**src/rtl/serial_adder_pkg.sv**
```systemverilog
// serial_adder_pkg: shared types and constants
// for the bit-serial adder slice.
package serial_adder_pkg;

  localparam int DEFAULT_WIDTH = 8;

  typedef enum logic [1:0] {
    IDLE  = 2'd0,
    SHIFT = 2'd1,
    DONE  = 2'd2
  } state_t;

endpackage

```
**src/rtl/serial_adder_fa_cell.sv**
```systemverilog
// fa_cell: 1-bit full adder, the single
// arithmetic cell reused by serial_adder.
module fa_cell (
  input  logic a,
  input  logic b,
  input  logic cin,
  output logic sum,
  output logic cout
);

  assign sum  = a ^ b ^ cin;
  assign cout = (a & b) | (cin & (a ^ b));

endmodule

```
**src/rtl/serial_adder.sv**
```systemverilog
// serial_adder: LSB-first bit-serial a+b+cin
// using one full-adder cell and a carry flop.
module serial_adder
  import serial_adder_pkg::*;
#(
  parameter int WIDTH = DEFAULT_WIDTH
) (
  input  logic             clk,
  input  logic             rst,
  input  logic             start,
  input  logic [WIDTH-1:0] a,
  input  logic [WIDTH-1:0] b,
  input  logic             cin,
  output logic             busy,
  output logic             done,
  output logic [WIDTH-1:0] sum,
  output logic             cout
);

  localparam int CW =
    (WIDTH > 1) ? $clog2(WIDTH) : 1;
  localparam logic [CW-1:0] LAST =
    CW'(WIDTH - 1);

  state_t           state;
  state_t           state_nx;
  logic [WIDTH-1:0] a_sr;
  logic [WIDTH-1:0] b_sr;
  logic [WIDTH-1:0] r_sr;
  logic             carry;
  logic [CW-1:0]    cnt;
  logic             fa_s;
  logic             fa_c;
  logic             load;
  logic             last;

  fa_cell u_fa (
    .a    (a_sr[0]),
    .b    (b_sr[0]),
    .cin  (carry),
    .sum  (fa_s),
    .cout (fa_c)
  );

  // State register.
  always_ff @(posedge clk or posedge rst) begin
    if (rst) state <= IDLE;
    else     state <= state_nx;
  end

  // Next state, status outputs and datapath strobes.
  always_comb begin
    state_nx = state;
    busy     = 1'b0;
    done     = 1'b0;
    load     = 1'b0;
    last     = 1'b0;
    unique case (state)
      IDLE: begin
        if (start) begin
          load     = 1'b1;
          state_nx = SHIFT;
        end
      end
      SHIFT: begin
        busy = 1'b1;
        if (cnt == LAST) begin
          last     = 1'b1;
          state_nx = DONE;
        end
      end
      DONE: begin
        done = 1'b1;
        if (start) begin
          load     = 1'b1;
          state_nx = SHIFT;
        end else begin
          state_nx = IDLE;
        end
      end
      default: state_nx = IDLE;
    endcase
  end

  // Operand/result shifters, carry flop and bit counter.
  always_ff @(posedge clk or posedge rst) begin
    if (rst) begin
      a_sr  <= '0;
      b_sr  <= '0;
      r_sr  <= '0;
      carry <= 1'b0;
      cnt   <= '0;
    end else if (load) begin
      a_sr  <= a;
      b_sr  <= b;
      r_sr  <= '0;
      carry <= cin;
      cnt   <= '0;
    end else if (busy) begin
      a_sr  <= {1'b0, a_sr[WIDTH-1:1]};
      b_sr  <= {1'b0, b_sr[WIDTH-1:1]};
      r_sr  <= {fa_s, r_sr[WIDTH-1:1]};
      carry <= fa_c;
      if (!last) cnt <= cnt + CW'(1);
    end
  end

  // Result registers, updated only on the completing edge.
  always_ff @(posedge clk or posedge rst) begin
    if (rst) begin
      sum  <= '0;
      cout <= 1'b0;
    end else if (last) begin
      sum  <= {fa_s, r_sr[WIDTH-1:1]};
      cout <= fa_c;
    end
  end

endmodule

```
**config.mk**
```make
export PLATFORM = sky130hd
export DESIGN_NAME = serial_adder
export DESIGN_NICKNAME = d
export VERILOG_FILES = /design/src/rtl/serial_adder_pkg.sv /design/src/rtl/serial_adder_fa_cell.sv /design/src/rtl/serial_adder.sv
export SDC_FILE = /design/constraint.sdc
export NUM_CORES = 1
export LEC_CHECK = 0
export BUFFER_PORTS_ARGS = -buffer_cell sky130_fd_sc_hd__buf_2
export CAP_MARGIN = 5
export CORE_MARGIN = 2
export CORE_UTILIZATION = 40
export DETAILED_ROUTE_END_ITERATION = 10
export PLACE_DENSITY_LB_ADDON = 0.2
export SETUP_SLACK_MARGIN = 0.15
export SLEW_MARGIN = 20
export SYNTH_ARGS = -nofsm -noshare
export SYNTH_HDL_FRONTEND = slang
export SYNTH_SLANG_ARGS = --single-unit
```
**constraint.sdc**
```tcl
create_clock -name clk -period 1.38 [get_ports clk]
set_input_delay 0.276 -clock clk [delete_from_list [all_inputs] [get_ports clk]]
set_output_delay 0.276 -clock clk [all_outputs]
set_load 0.01 [all_outputs]
```
Word level (Yosys, flattened, before mapping)
Cells that the tools add are included.
W data, S select, Z words.

word-level totals
  register bits after elaboration = 39
  input port bits = 20
  output and inout bits = 11
  logic and storage cells = 46

cells by class
  add/subtract/negate cells = 1
  equality and inequality tests = 6
  mux-type cells = 21
  bitwise gates (word level) = 5
  reductions and logical operators = 5

operators by type and width
  cell                   number
  $mux W8                6
  $mux W1                9
  $mux W3                3
  $ne A2 B2 Y1 const B   3
  $pmux W2 S3            1
  $mux W2                2
  $reduce_and A2 Y1      2
  $add A3 B1 Y3 const B  1
  $eq A3 B3 Y1 const B   1
  $and A1 B1 Y1          2
  $eq A2 B1 Y1 const B   1
  $eq A2 B2 Y1 const B   1
  $logic_not A2 Y1       1
  $reduce_bool A2 Y1     1
  $reduce_or A2 Y1       1
  $xor A1 B1 Y1          2
  $or A1 B1 Y1           1

Longest topological paths before layout
Gate-level depths: netlist (run 1).

  word-level depth = 6
  mapped depth = 5
  gate-level depth less buffers = 5

Cells and area by module
From an unflattened synthesis (run 1), not the netlist that was laid out.

second synthesis, totals
  cell total of the unflattened synthesis = 135
  area total of the unflattened synthesis = 1691.6 um^2

modules (own cells, without submodules)
  module        instances  cells an instance  area each (um^2)  sequential area each (um^2)
  serial_adder  1          134                1671.6            950.9
  fa_cell       1          1                  20.0              0.0

Worst setup path after synthesis (run 1)
OpenSTA, ideal clock, no wires.

  kind = flip-flop to flip-flop
  start point = register cnt[0]
  end point = register cnt[0]
  library setup time = 0.120 ns
  data arrival time = 1.354 ns
  data required time = 1.260 ns
  path slack = -0.094 ns
  cell stages (with the launch flop) = 6
  path buffers = 0
  clock period less this slack = 1.474 ns
  cells stage by stage = dfrtp_1 -> ha_1 -> ha_1 -> or3b_4 -> nand3_2 -> o21ai_2

on the way
  word-level cells in the longest chain between the ends = 5
  elaborated cells between the ends (all ways) = 9
  classes of those cells = add/sub (1); eq/ne (2); mux (5); reduce/logical (1)

RTL lines
  item                                                   line                 RTL
  start, declared                                        serial_adder.sv:31   logic [CW-1:0] cnt;
  start signal, assigned                                 serial_adder.sv:104  if (!last) cnt <= cnt + CW'(1);
  branches (longest 5 deep; another with $add A3 B1 Y3)  n/a

Several ways; the timed one is not identified. The select of a mux whose other input is x is not followed.
A chain may end at the register's enable or synchronous reset.

Final worst setup path (run 1)
  start point = register cnt[0]
  end point = register cnt[2]

The elaborated chain is that of the path after synthesis.

==> flow_metrics.tcl, run 1 <==
set metrics [dict create \
    num_antenna_cells 0 \
    cap_violations 0 \
    worst_slack_ns -0.02641 \
    place_inst 218 \
    crit_family "simple AND/OR/NAND/NOR gates" \
    grt-ovfl-total 0 \
    yosysMostFrequentCell "dfrtp_1" \
    avgSynthCellArea_sq_um 12.03 \
    ys_seq_elements 38 \
    power_density_nw_per_um2 2312 \
    grt_use_met1 0.2148 \
    cts_sinks 38 \
    crit_chain "ha_2 > ha_4 > or3b_4 > nand3_2 > nand2_1" \
    critPathKind "flip-flop to flip-flop" \
    grt_pass1_vias 1213 \
    dpl_cell_area_sq_um 1903 \
    clk_latency_ns 0.29 \
    synthArstFlopShare 1.000 \
    critPathBufInv 0 \
    crit_path_start_kind "flip-flop" \
    core_sq_um 3943 \
    critPathMaxStageDelay_ns 0.41 \
    die_area_sq_um 4586 \
    met2_usage 0.2561 \
    fin_area_sq_um 2316 \
    die_h_um 67.72 \
    hold_buffers 0 \
    ant_nets 0 \
    hold_viol 0 \
    routed_wl_um 3659 \
    fmax_ghz 0.7110 \
    initial_core_util 0.4119 \
    fin_setup_tns_ns -0.2201 \
    drive_gt1_frac 0.5351 \
    grt_max_degree 39 \
    final_cells 235 \
    hpwl_um 2227 \
    leakagePower_nw 1.150 \
    finalPower_mw 5.355 \
    fin_crit_ns 1.406 \
    cts_root_buf "clkbuf_8" \
    pre_cts_slack_ns -0.03696 \
    drv_slew 0 \
    relSlewSlack 0.6810 \
    clkTransAtPathRegs_ns 0.07 \
    syn-cell-area_sq_um 1624 \
    worstMarginPinSlew_ns 0.4785 \
    clock_path_buffers 2 \
    fin_crit_sh 1.019 \
    cts_tree "yes" \
    place_congestion 0.7027 \
    cts_buffers 5 \
    vdd_ir_drop_max_mv 0.9620 \
    nNetsFinal 208 \
    track_usage 0.1635 \
    rows 23 \
    ioPinCount 31 \
    grt.met3_usage 0.06000 \
    required_ns 1.56 \
    die_w_um 67.72 \
    synth_top_area_share 0.5855 \
    violations "negative setup slack" \
    ys_top_cells_by_area "dfrtp_1 59%, mux2_2 6.9%, o22ai_1 5.4%, a22o_1 4.9%, a21oi_1 4.6%" \
    cts_max_level 2 \
    synth_area_leader_cell "dfrtp_1" \
    hold_class "input port to asynchronous set/reset pin" \
    drtIter0Drc 42 \
    drc 0 \
    busiest_layer "met2" \
    end_kind "flip-flop" \
    portBuffers 30 \
    rsz0062_at_grt "true" \
    r2r_slack_ns -0.03 \
    vias_per_cell 5.162 \
    syn_to_final_growth_pct 42.60 \
    synth_ff_type "dfrtp_1" \
    synthTopCellsByCount "38 x dfrtp_1, 16 x inv_1, 15 x a21oi_1" \
    status "finished, violations left" \
    grt_antenna_before_repair 0 \
    critPathMaxFanout 4 \
    critical-path-slowest-cell "or3b_4" \
    synth.distinct_cells 26 \
    setup_viol 12 \
    syn_nets 158 \
    syn_inst 135 \
    final_util 0.5874 \
    dr.pass1.iters 5 \
    yosysWarnings 0 \
    whs_ns 0.09036 \
    synth.yosys.seq_area_share 0.5855 \
    synth_edf_count 0 \
    crit_arrival_ns 1.59 \
    vias 1213 \
    grt_pass1_wl_um 5478 \
    drt-wirelength-per-cell_um 15.57 \
    finalClockSkew_ns 0.003293 \
]
sequential cells by signal, summed over array words and instances (netlist names):
signal	cells
a_sr	8
b_sr	8
sum	8
r_sr	7
cnt	3
state	2
carry	1
cout	1
cells in the final DEF (no fill, tap or decap):
cell        n
o211ai_1    1
a22o_1      9
clkbuf_8    6
ha_4        1
mux2_4      1
a21o_4      1
buf_2      29
bufinv_16   1
dfrtp_2     1
mux2_2      9
a21oi_1     9
o21ai_2     1
clkbuf_16   4
nand2b_4    2
inv_4       1
nand3_2     2
o22ai_4     2
dfrtp_1    37
a211oi_1    1
inv_1      16
fa_1        1
ha_2        1
nor2b_1     3
buf_6       3
buf_12      2
o22ai_2    12
nor2_1      2
nand2_1     4
nand3_1     2
a21oi_2     6
buf_4      12
nand2_4     1
mux2i_1     1
or3b_4      1
report_power, final:
part           leakage [nW]  internal, mW  switching, mW
sequential            0.465          1.62          0.359
combinational         0.628          1.33           1.09
clock                0.0573         0.578          0.375
per-layer routing:
layer	vias to the layer above	wire (um)
met3	3	163
met1	610	1565
li1	572	-
met4	0	31
met5	-	0
met2	28	1898
cell families (layout without fill, tap and decap cells):
family,count (synthesis),after routing,synth area share
compound gates,42,42,0.1680
fa+ha+maj,3,3,0.02773
buf+inv,24,74,0.07319
flops,38,38,0.5855
mux,11,11,0.07550
simple gates,17,17,0.07011
what timing repair did:
item,in CTS,in global routing
setup buffers,4,2
pin swaps,2,7
hold endpoints to repair,0,0
gates cloned,0,4
setup endpoints to repair,25,37
resized for setup,4,25
worst min-delay path: cells and delay by family:
kind,cells,cell delay [ns]
buffers and inverters,3,0.54
final timing paths:
kind / from / endpoint / depth (start not counted)
max in group asynchronous: rst / state[0] / 3
min: rst / carry / 3
max reg2reg: cnt[0] / cnt[2] / 5
min in group clk: a[7] / a_sr[7] / 2
min reg2reg: sum[2] / sum[2] / 1
max: cnt[0] / cnt[2] / 5
final cells by class:
class                   instances  area, sq um
fillers                       315         1627
flip-flops and latches         38        952.2
multi-input cells              73        713.2
repair buffers                 50        409.1
clock buffers                   6        82.58
inverters                      17        66.31
well taps                      50        62.56
clock inverters                 1        30.03
Note: power is estimated with default switching activity, not from simulation.
==> inputs of run 2 (changes only) <==
CORE_ASPECT_RATIO = 1.2   (was not set)
CORE_MARGIN = not set   (was 2)
CTS_CLUSTER_SIZE = 40   (was not set)
==> flow_metrics.tcl, run 2 (synthesis results as in run 1) <==
set metrics [dict create \
    required_ns 1.56 \
    grt_pass1_vias 1316 \
    ant_nets 0 \
    fin_crit_ns 1.418 \
    drc 0 \
    fin_crit_sh 1.028 \
    reg2reg_to "cnt[0]" \
    crit_chain "ha_2 > ha_4 > or3b_4 > nand3_2 > o21ai_2" \
    rows 25 \
    grt-ovfl-total 0 \
    ioPinCount 31 \
    portBuffers 30 \
    num_antenna_cells 0 \
    rsz0062_at_grt "true" \
    crit_path_start_kind "flip-flop" \
    pre_cts_slack_ns -0.04193 \
    finalClockSkew_ns 0.003755 \
    routed_wl_um 3506 \
    r2r_slack_ns -0.04 \
    layout_commonest_cell "dfrtp_1" \
    relSlewSlack 0.6880 \
    cts_max_level 2 \
    syn_to_final_growth_pct 44.45 \
    critPathMaxFanout 4 \
    place_congestion 0.7038 \
    grt_antenna_before_repair 0 \
    cts_buffers 5 \
    fin_setup_tns_ns -0.04888 \
    clk_latency_ns 0.28 \
    leakagePower_nw 1.135 \
    worstMarginPinSlew_ns 0.4680 \
    crit_family "simple AND/OR/NAND/NOR gates" \
    fillers 322 \
    grt_pass1_wl_um 5568 \
    critPathMaxStageDelay_ns 0.41 \
    die_h_um 71.80 \
    hpwl_um 2224 \
    core_sq_um 3910 \
    critical-path-slowest-cell "or3b_4" \
    vias_per_cell 5.156 \
    hold_viol 0 \
    hold_buffers 0 \
    violations "negative setup slack" \
    critPathBufInv 0 \
    drtIter0Drc 49 \
    drive_gt1_frac 0.5503 \
    cts_sinks 38 \
    fmax_ghz 0.7052 \
    nNetsFinal 212 \
    drt-wirelength-per-cell_um 14.43 \
    track_usage 0.1739 \
    clkTransAtPathRegs_ns 0.07 \
    die_w_um 60.17 \
    clock_path_buffers 2 \
    largestRegisters "a_sr: 8 flops, b_sr: 8 flops, sum: 8 flops" \
    critPathKind "flip-flop to flip-flop" \
    die_area_sq_um 4320 \
    vias 1253 \
    grt_max_degree 39 \
    dr.pass1.iters 4 \
    worst_slack_ns -0.03810 \
    cap_violations 0 \
    vdd_ir_drop_max_mv 1.108 \
    power_density_nw_per_um2 2301 \
    status "finished, violations left" \
    end_kind "flip-flop" \
    crit_arrival_ns 1.59 \
    cts_tree "yes" \
    hold_class "input port to asynchronous set/reset pin" \
    setup_viol 2 \
    drv_slew 0 \
    mostFrequentLayoutCells "37 x dfrtp_1, 29 x buf_2, 16 x inv_1, 12 x buf_6, 11 x buf_4" \
    reg2reg_from "cnt[0]" \
    initial_core_util 0.4154 \
    reg2reg_depth 5 \
    cts_root_buf "clkbuf_8" \
]
## run 2: changes by cell type in the layout (fill, tap and decap cells not counted), sizes merged
| cell | previous run | this run |
|---|---|---|
| bufinv | 1 | 0 |
| buf | 46 | 54 |
| clkbuf | 10 | 7 |
## run 2: report_power, final
part / total [mW] / internal [mW] / leakage [nW] / switching [mW]
clock: 0.691 / 0.347 / 0.0383 / 0.344
sequential: 2.02 / 1.62 / 0.465 / 0.394
combinational: 2.69 / 1.49 / 0.632 / 1.20
total: 5.40 / 3.46 / 1.14 / 1.94
## run 2: what timing repair did
action | 4_1_cts | 5_1_grt
buffers inserted | 3 | 7
endpoints found under the setup margin | 28 | 35
gates cloned | 1 | 0
pin swaps | 2 | 6
gates resized for setup | 22 | 35
## run 2: worst max path at each step
stage	endpoint	start	cells after the start	slack (ns)
after global placement	cnt[0]	cnt[1]	5	0.005
after CTS	cnt[0]	cnt[0]	5	-0.03
after global routing	cnt[2]	cnt[1]	5	-0.07
after detailed placement	cnt[0]	cnt[1]	5	-0.04
after floorplan	cnt[0]	cnt[0]	5	-0.02
final	cnt[0]	cnt[0]	5	-0.04
## run 2: metrics by stage
stage               utilization  cell area (sq um)  hold slack, ns  cells  power, mW
global placement         0.4874               1906          0.4072    225      3.627
finish                   0.6000               2346         0.09577    243      5.398
detailed placement       0.4874               1906          0.4156    225      3.751
CTS                      0.5437               2126          0.1035    236      4.750
floorplan                     -               1645          0.4157    135      3.164
global route             0.6000               2346          0.1347    243      5.781
## run 2: layer usage
metal / part of all wire / GRT usage
met1: 0.40 / 0.1956
met2: 0.54 / 0.3016
met3: 0.045 / 0.05596
met4: 0.017 / 0.05943
met5: 0 / 0
## run 2: cell type report
class | count | area [sq um] | share of cell area
clock buffer | 7 | 76.32 | 0.03253
inverter | 17 | 71.32 | 0.03040
multi-input combinational | 73 | 775.7 | 0.3307
sequential | 38 | 952.2 | 0.4059
tap | 54 | 67.56 | 0.02880
timing repair buffer | 54 | 402.9 | 0.1717
## run 2: worst register-to-register path, delay by kind of cell (launching register included)
kind            cells  cell delay (ns)
simple gates        2             0.50
compound gates      1             0.05
flops               1             0.39
fa+ha+maj           2             0.37
==> inputs of run 3 (changes only) <==
==> constraint.sdc (replaced) <==
create_clock -name clk -period 1.38 [get_ports clk]
set_input_delay 0.207 -clock clk [delete_from_list [all_inputs] [get_ports clk]]
set_output_delay 0.207 -clock clk [all_outputs]
set_load 0.01 [all_outputs]
==> flow_metrics.tcl, run 3 (synthesis results as in run 1) <==
set metrics [dict create \
    status "finished, violations left" \
    violations "negative setup slack" \
    critPathKind "flip-flop to flip-flop" \
    core_sq_um 3910 \
    required_ns 1.56 \
    relSlewSlack 0.6817 \
    finalClockSkew_ns 0.005269 \
    final_cells 241 \
    grt-ovfl-total 0 \
    hpwl_um 2066 \
    cts_root_buf "clkbuf_8" \
    mostFrequentLayoutCells "37 x dfrtp_1, 29 x buf_2, 16 x inv_1, 14 x a21oi_1, 12 x buf_4" \
    vias_per_cell 4.917 \
    grt_pass1_vias 1258 \
    critPathBufInv 0 \
    crit_path_start_kind "flip-flop" \
    fillers 327 \
    worstMarginPinSlew_ns 0.4775 \
    setup_viol 2 \
    place_congestion 0.7260 \
    final_util 0.5597 \
    critical-path-slowest-cell "dfrtp_1" \
    ant_nets 0 \
    crit_arrival_ns 1.59 \
    hold_viol 0 \
    drive_gt1_frac 0.4652 \
    switchingPower_mw 1.685 \
    die_area_sq_um 4320 \
    initial_core_util 0.4154 \
    drt-wirelength-per-cell_um 13.42 \
    nNetsFinal 210 \
    cap_violations 0 \
    cts_tree "yes" \
    hold_class "input port to asynchronous set/reset pin" \
    p_comb_frac 0.453 \
    drc 0 \
    dr.pass1.iters 4 \
    critPathMaxFanout 4 \
    vias 1185 \
    critPathMaxStageDelay_ns 0.40 \
    worst_slack_ns -0.02932 \
    clkPwrFrac 0.145 \
    die_h_um 71.80 \
    internal_power_mw 3.196 \
    track_usage 0.1737 \
    fmax_ghz 0.7096 \
    drtIter0Drc 38 \
    ioPinCount 31 \
    clkTransAtPathRegs_ns 0.07 \
    layout_commonest_cell "dfrtp_1" \
    syn_to_final_growth_pct 34.75 \
    routed_wl_um 3234 \
    drv_slew 0 \
    grt_max_degree 39 \
    fin_crit_sh 1.021 \
    largestRegisters "a_sr: 8 flops, b_sr: 8 flops, sum: 8 flops" \
    crit_family "simple AND/OR/NAND/NOR gates" \
    rsz0062_at_grt "true" \
    grt_pass1_wl_um 5471 \
    cts_sinks 38 \
    crit_chain "ha_2 > ha_4 > or3b_4 > nand3_2 > o21ai_2" \
    clock_path_buffers 2 \
    cts_max_level 2 \
    power_density_nw_per_um2 2231 \
    vdd_ir_drop_max_mv 0.9581 \
    place_inst 223 \
    end_kind "flip-flop" \
    leakagePower_nw 1.103 \
    cts_buffers 5 \
    fin_crit_ns 1.409 \
    portBuffers 30 \
    num_antenna_cells 0 \
    clk_latency_ns 0.29 \
    die_w_um 60.17 \
    pre_cts_slack_ns -0.03980 \
    sw_frac_of_total 0.3452 \
    rows 25 \
    p_seq_frac 0.402 \
    grt_antenna_before_repair 0 \
    finalPower_mw 4.882 \
    hold_buffers 0 \
]
## run 3: area by class of cell
cell class | instances | area (sq um) | share of cell area
clock inverter | 2 | 10.01 | 0.004574
tap | 54 | 67.56 | 0.03087
sequential | 38 | 952.2 | 0.4351
inverter | 17 | 66.31 | 0.03030
timing repair buffer | 52 | 400.4 | 0.1830
clock buffer | 5 | 68.82 | 0.03145
multi-input combinational | 73 | 623.1 | 0.2847
## run 3: worst paths after layout
path,from,to,slack [ns],cells after the start
min reg2reg,sum[5],sum[5],0.50,1
min,rst,b_sr[0],0.008,3
max,cnt[0],cnt[0],-0.03,5
min in group clk,a[7],a_sr[7],0.14,2
max reg2reg,cnt[0],cnt[0],-0.03,5
max in group asynchronous,rst,state[0],1.00,3
## run 3: repair_timing
action,4_1_cts,5_1_grt
buffers inserted,4,5
resized for setup,11,11
cloned,2,0
pin swaps,7,5
endpoints found under the setup margin,24,29
## run 3: routing by layer
metal,vias up,wire (um),track usage
met2,26,1647,0.2906
met1,579,1407,0.1972
met4,0,74,0.1008
met5,-,0,0
met3,5,105,0.03971
li1,575,-,-
## run 3: power by group through the flow
stage | Combinational (mW) | Sequential, mW | Clock, mW
floorplan | 1.21 | 1.95 | 0
global placement | 1.68 | 1.94 | 0
detailed placement | 1.76 | 1.97 | 0
CTS | 2.04 | 1.95 | 0.743
global route | 2.44 | 2.03 | 0.783
finish | 2.21 | 1.96 | 0.708
## run 3: worst reg2reg max path: stages, from the launching register on
cell,delay (ns)
dfrtp_1,0.40
ha_2,0.21
ha_4,0.17
or3b_4,0.40
nand3_2,0.08
o21ai_2,0.05
## run 3: stage by stage
stage          hold WS [ns]  cell area (sq um)  setup TNS, ns
4_1_cts             0.02406               2100       -0.03182
3_5_place_dp         0.3436               1903       -0.06886
2_1_floorplan        0.3467               1645       -0.02418
5_1_grt             0.06741               2188        -0.2812
3_3_place_gp         0.3371               1903              0
6_report           0.008487               2188       -0.04568
